[config.mk]
export PLATFORM = sky130hd
export DESIGN_NAME = randomizer_ctrl
export DESIGN_NICKNAME = d
export VERILOG_FILES = /design/src/rtl/randomizer_ctrl.sv
export SDC_FILE = /design/constraint.sdc
export NUM_CORES = 1
export LEC_CHECK = 0
export ABC_AREA = 1
export CORE_MARGIN = 4
export CORE_UTILIZATION = 53
export CTS_CLUSTER_SIZE = 40
export DETAILED_ROUTE_END_ITERATION = 10
export PLACE_DENSITY = 0.87
export SETUP_SLACK_MARGIN = 0.1
export SLEW_MARGIN = 20
export SYNTH_ARGS = -nofsm -noshare
export SYNTH_HDL_FRONTEND = slang
export SYNTH_SLANG_ARGS = --single-unit
[constraint.sdc]
create_clock -name clk -period 2 [get_ports clk]
set_clock_uncertainty 0.05 [all_clocks]
set_input_delay 0.3 -clock clk [delete_from_list [all_inputs] [get_ports clk]]
set_output_delay 0.3 -clock clk [all_outputs]
set_load 0.01 [all_outputs]
[src/rtl/randomizer_ctrl.sv]
// Burst controller for a serial LFSR randomizer: loads the seed MSB first,
// then streams plaintext bits through it and registers the randomized result.
module randomizer_ctrl #(
  parameter int SEED_W = 15,
  parameter int LEN_W  = 12,
  parameter logic [SEED_W-1:0] DEFAULT_SEED = SEED_W'(15'h3715)
) (
  input  logic             clk,
  input  logic             reset,
  input  logic             start,
  input  logic             use_default,
  input  logic [SEED_W-1:0] seed,
  input  logic [LEN_W-1:0]  burst_len,
  input  logic             abort,
  input  logic             in_bit,
  input  logic             in_valid,
  output logic             in_ready,
  output logic             out_bit,
  output logic             out_valid,
  output logic             busy,
  output logic             done,
  output logic             rnd_enable,
  output logic             rnd_load,
  output logic             rnd_seed_bit,
  output logic             rnd_data_in,
  input  logic             rnd_data_out
);

  typedef enum logic [1:0] {
    IDLE,
    LOAD,
    STREAM,
    DONE
  } state_e;

  localparam logic [3:0] LD_LAST = 4'(SEED_W - 1);

  state_e             state_q, state_d;
  logic [SEED_W-1:0]  seed_q, seed_d;
  logic [LEN_W-1:0]   len_q, len_d;
  logic [3:0]         ld_cnt_q, ld_cnt_d;
  logic [LEN_W-1:0]   bit_cnt_q, bit_cnt_d;
  logic               out_bit_q, out_bit_d;
  logic               out_valid_q, out_valid_d;

  always_ff @(posedge clk or posedge reset) begin
    if (reset) begin
      state_q     <= IDLE;
      seed_q      <= '0;
      len_q       <= '0;
      ld_cnt_q    <= '0;
      bit_cnt_q   <= '0;
      out_bit_q   <= 1'b0;
      out_valid_q <= 1'b0;
    end else begin
      state_q     <= state_d;
      seed_q      <= seed_d;
      len_q       <= len_d;
      ld_cnt_q    <= ld_cnt_d;
      bit_cnt_q   <= bit_cnt_d;
      out_bit_q   <= out_bit_d;
      out_valid_q <= out_valid_d;
    end
  end

  always_comb begin
    state_d      = state_q;
    seed_d       = seed_q;
    len_d        = len_q;
    ld_cnt_d     = ld_cnt_q;
    bit_cnt_d    = bit_cnt_q;
    out_bit_d    = out_bit_q;
    out_valid_d  = 1'b0;
    in_ready     = 1'b0;
    busy         = (state_q != IDLE);
    done         = 1'b0;
    rnd_enable   = 1'b0;
    rnd_load     = 1'b0;
    rnd_seed_bit = 1'b0;
    rnd_data_in  = 1'b0;

    unique case (state_q)
      IDLE: begin
        if (start) begin
          seed_d    = use_default ? DEFAULT_SEED : seed;
          len_d     = burst_len;
          ld_cnt_d  = '0;
          bit_cnt_d = '0;
          state_d   = LOAD;
        end
      end

      LOAD: begin
        // Seed register shifts left so its MSB is always the bit on the wire.
        rnd_load     = 1'b1;
        rnd_enable   = 1'b1;
        rnd_seed_bit = seed_q[SEED_W-1];
        seed_d       = {seed_q[SEED_W-2:0], 1'b0};
        ld_cnt_d     = ld_cnt_q + 4'd1;
        if (abort) begin
          state_d = IDLE;
        end else if (ld_cnt_q == LD_LAST) begin
          state_d = (len_q == '0) ? DONE : STREAM;
        end
      end

      STREAM: begin
        in_ready = 1'b1;
        if (in_valid) begin
          rnd_enable  = 1'b1;
          rnd_data_in = in_bit;
          out_bit_d   = rnd_data_out;
          out_valid_d = 1'b1;
          bit_cnt_d   = bit_cnt_q + 1'b1;
          if (bit_cnt_d == len_q) begin
            state_d = DONE;
          end
        end
        // An accepted bit in the abort cycle is still delivered.
        if (abort) begin
          state_d = IDLE;
        end
      end

      DONE: begin
        done    = 1'b1;
        state_d = IDLE;
      end

      default: begin
        state_d = IDLE;
      end
    endcase
  end

  assign out_bit   = out_bit_q;
  assign out_valid = out_valid_q;

endmodule
==> qor.yml <==
rows: 25
power.density_nw_per_um2: 1270
core_area_um2: 4720
start_util_pct: 54.6
violations: "setup timing"
yosysMostFrequentCell: "nand2_1"
grt_pass1_wl_mm: 11.1
synth_ff_type: "dfrtp_1"
pwr-share-comb_pct: 49.4
critPathLaunch: "bit_cnt_q[0]"
placed_area_um2: 3190
die_h_um: 77.8
seqPwrFrac_pct: 35.7
setup_slack_ns: -0.00790
rrSetupSlack_ns: -0.008
vdd_ir_drop_max_uv: 873
drt_iter0_drc: 295
io_buffers: 43
crit_arrival_ns: 2.16
hold_slack_ns: 0.294
slew_violations: 0
dr.pass1.iters: 5
tightest_slew_ns: 0.342
required_ns: 2.15
cts.sinks: 47
htreeDepth: 2
yosys-top-cells-area: "dfrtp_1, nand2_1, inv_1"
crit_fanout: 4
clkPwrFrac_pct: 14.9
rr_startpoint: "bit_cnt_q[0]"
fin_crit_sh_pct: 100
vias_per_cell: 5.43
grt_max_degree: 48
netlist.area_leader.share_pct: 45.6
ff2ff_path_depth: 14
synth_cells: 335
worstSetupEndpointType: "flop"
design_area_um2: 3360
crit_path_start_kind: "flop"
cts_tree: "yes"
route.antenna.remaining_nets: 0
worst_skew_pair.late_latency_ns: 0.31
hpwlAfterDp_mm: 4.69
clock.fmax_mhz: 498
hold_viol_final: 0
cpPeakStageDelay_ns: 0.45
synth_cell_types: 27
clk_pin_slew_worst_paths_ns: 0.08
cts_root_buffer: "clkbuf_8"
yosysWarnings: 0
synth_largest_area_cell: "dfrtp_1"
p_int_mw: 2.50
drive_above_1_share_pct: 12.3
die_area_um2: 6050
antennaDiodeCount: 0
status: "finished, violations left"
dp_worst_setup_slack_ns: 0.0205
cts.path.max_buffers: 2
die_x_um: 77.8
nets: 442
ys_top_cells_by_count: "nand2_1, dfrtp_1, inv_1"
avgSynthCellArea_um2: 7.71
switching_share_pct: 41.2
fillers: 355
setup_violations: 1
place.gp.congestion: 0.872
crit_family: "simple AND/OR/NAND/NOR gates"
holdCritPathClass: "input port to async pin"
crit_chain: "ha_4, inv_2, nand2_1, nand2_1, nor2_1, nand3_1, nor2_2, nand3_1, nor2_1, nand3_1, nand2_2, nand2_2, nand2_1, nand2_1"
p_switching_mw: 1.75
path_class: "flop to flop"
ys_async_sr_fraction_pct: 100
routedWlPerCell_um: 14.3
num_vias: 2529
syn_nets: 379
wl_mm: 6.67
period_needed_ns: 2.01
grt_use_total_pct: 23.4
rsz0062_at_grt: "yes"
synth_edf_count: 0
antenna_found_initial: 0
drc_errors: 0
crit_buf_inv: 1
relSlewSlack_pct: 77.0
grt-ovfl-total: 0
critPathSlowestCell: "dfrtp_2"
cts_made_buffers: 5
first_global_vias: 2450
maxCapViolCount: 0
ios: 44
syn-cell-area_um2: 2580
leakage_nw: 1.59
synth_seq_cells: 47
r2r_end: "state_q[0]"
synth_seq_area_share_pct: 45.6
crit_path_frequent_cell: "nand2_1"
area_delta_synth_final_pct: 30.1
[cell families after synthesis]
logic type               synth area share (%)
buffers and inverters                    7.42
AND/OR/NAND/NOR                          28.8
XOR/XNOR                                0.339
AO/OA/AOI/OAI                            13.5
adder cells (fa/ha/maj)                  4.36
flip-flops                               45.6
[per-layer routing]
metal	routed length, um	GRT usage (%)	part of all wire, %
met1	2850	30.9	43
met5	0	0	0
met2	3220	36.7	48
met3	440	5.34	6.6
met4	161	9.96	2.4
[layout by cell type (no fill, tap or decap), types with 4 or more instances in the layout]
cell / netlist / final
nand2_1: 101 / 101
dfrtp_1: 47 / 44
inv_1: 43 / 41
o221ai_1: 7 / 7
nand4_1: 8 / 8
clkbuf_8: 0 / 7
clkdlybuf4s50_1: 0 / 37
ha_1: 9 / 7
a22oi_1: 7 / 7
buf_4: 0 / 16
o21ai_0: 26 / 26
o22ai_1: 8 / 8
nor2_1: 19 / 18
a21oi_1: 6 / 6
inv_2: 2 / 4
nand3_1: 28 / 28
[worst max-delay path by stage]
stage	end	slack, ns	cells past startpoint
2_1_floorplan	state_q[0]	0.22	9
3_3_place_gp	rnd_enable	0.08	4
3_5_place_dp	rnd_enable	0.02	4
4_1_cts	state_q[0]	0.009	14
5_1_grt	state_q[0]	-0.20	14
6_report	state_q[0]	-0.008	14
[worst reg2reg max path, cell delays in order, from the launching register on]
cell	delay, ns
dfrtp_2	0.45
ha_4	0.28
inv_2	0.04
nand2_1	0.05
nand2_1	0.05
nor2_1	0.09
nand3_1	0.11
nor2_2	0.13
nand3_1	0.10
nor2_1	0.11
nand3_1	0.14
nand2_2	0.13
nand2_2	0.06
nand2_1	0.06
nand2_1	0.05
[power by group through the flow]
stage          sequential (mW)  combinational, mW  clock (mW)
5_1_grt                   1.56               2.37       0.695
3_3_place_gp              1.52               1.93           0
3_5_place_dp              1.52               2.01           0
6_report                  1.52               2.10       0.635
2_1_floorplan             1.48               1.27           0
4_1_cts                   1.50               2.03       0.640
[repair_timing]
| action | CTS | global route |
|---|---|---|
| pin swaps | 1 | 6 |
| buffers inserted | 2 | 2 |
| hold buffers | 0 | 0 |
| setup endpoints to repair | 14 | 11 |
| gates resized for setup | 7 | 16 |
[area by class of cell]
| type | count | area [um2] | share of cell area [%] |
|---|---|---|---|
| Timing Repair Buffer | 61 | 576 | 17.1 |
| Multi-Input combinational cell | 237 | 1230 | 36.7 |
| Sequential cell | 47 | 1180 | 35.1 |
| Clock buffer | 8 | 100 | 2.98 |
| Tap cell | 67 | 83.8 | 2.50 |
| Inverter | 46 | 186 | 5.55 |
[registers in the layout, indices dropped and copies added, names as in the netlist]
signal     count
seed_q        15
bit_cnt_q     12
len_q         12
ld_cnt_q       4
state_q        2
out_bit        1
out_valid      1
[per-stage QoR]
step | cells | TNS (ns) | total power [mW] | utilization, %
global placement | 454 | 0 | 3.45 | 67.6
finish | 466 | -0.00790 | 4.25 | 71.1
detailed placement | 454 | 0 | 3.53 | 67.6
global route | 466 | -0.380 | 4.63 | 71.1
floorplan | 335 | 0 | 2.76 | -
CTS | 464 | 0 | 4.17 | 70.0
(Power assumes the default switching activity.)
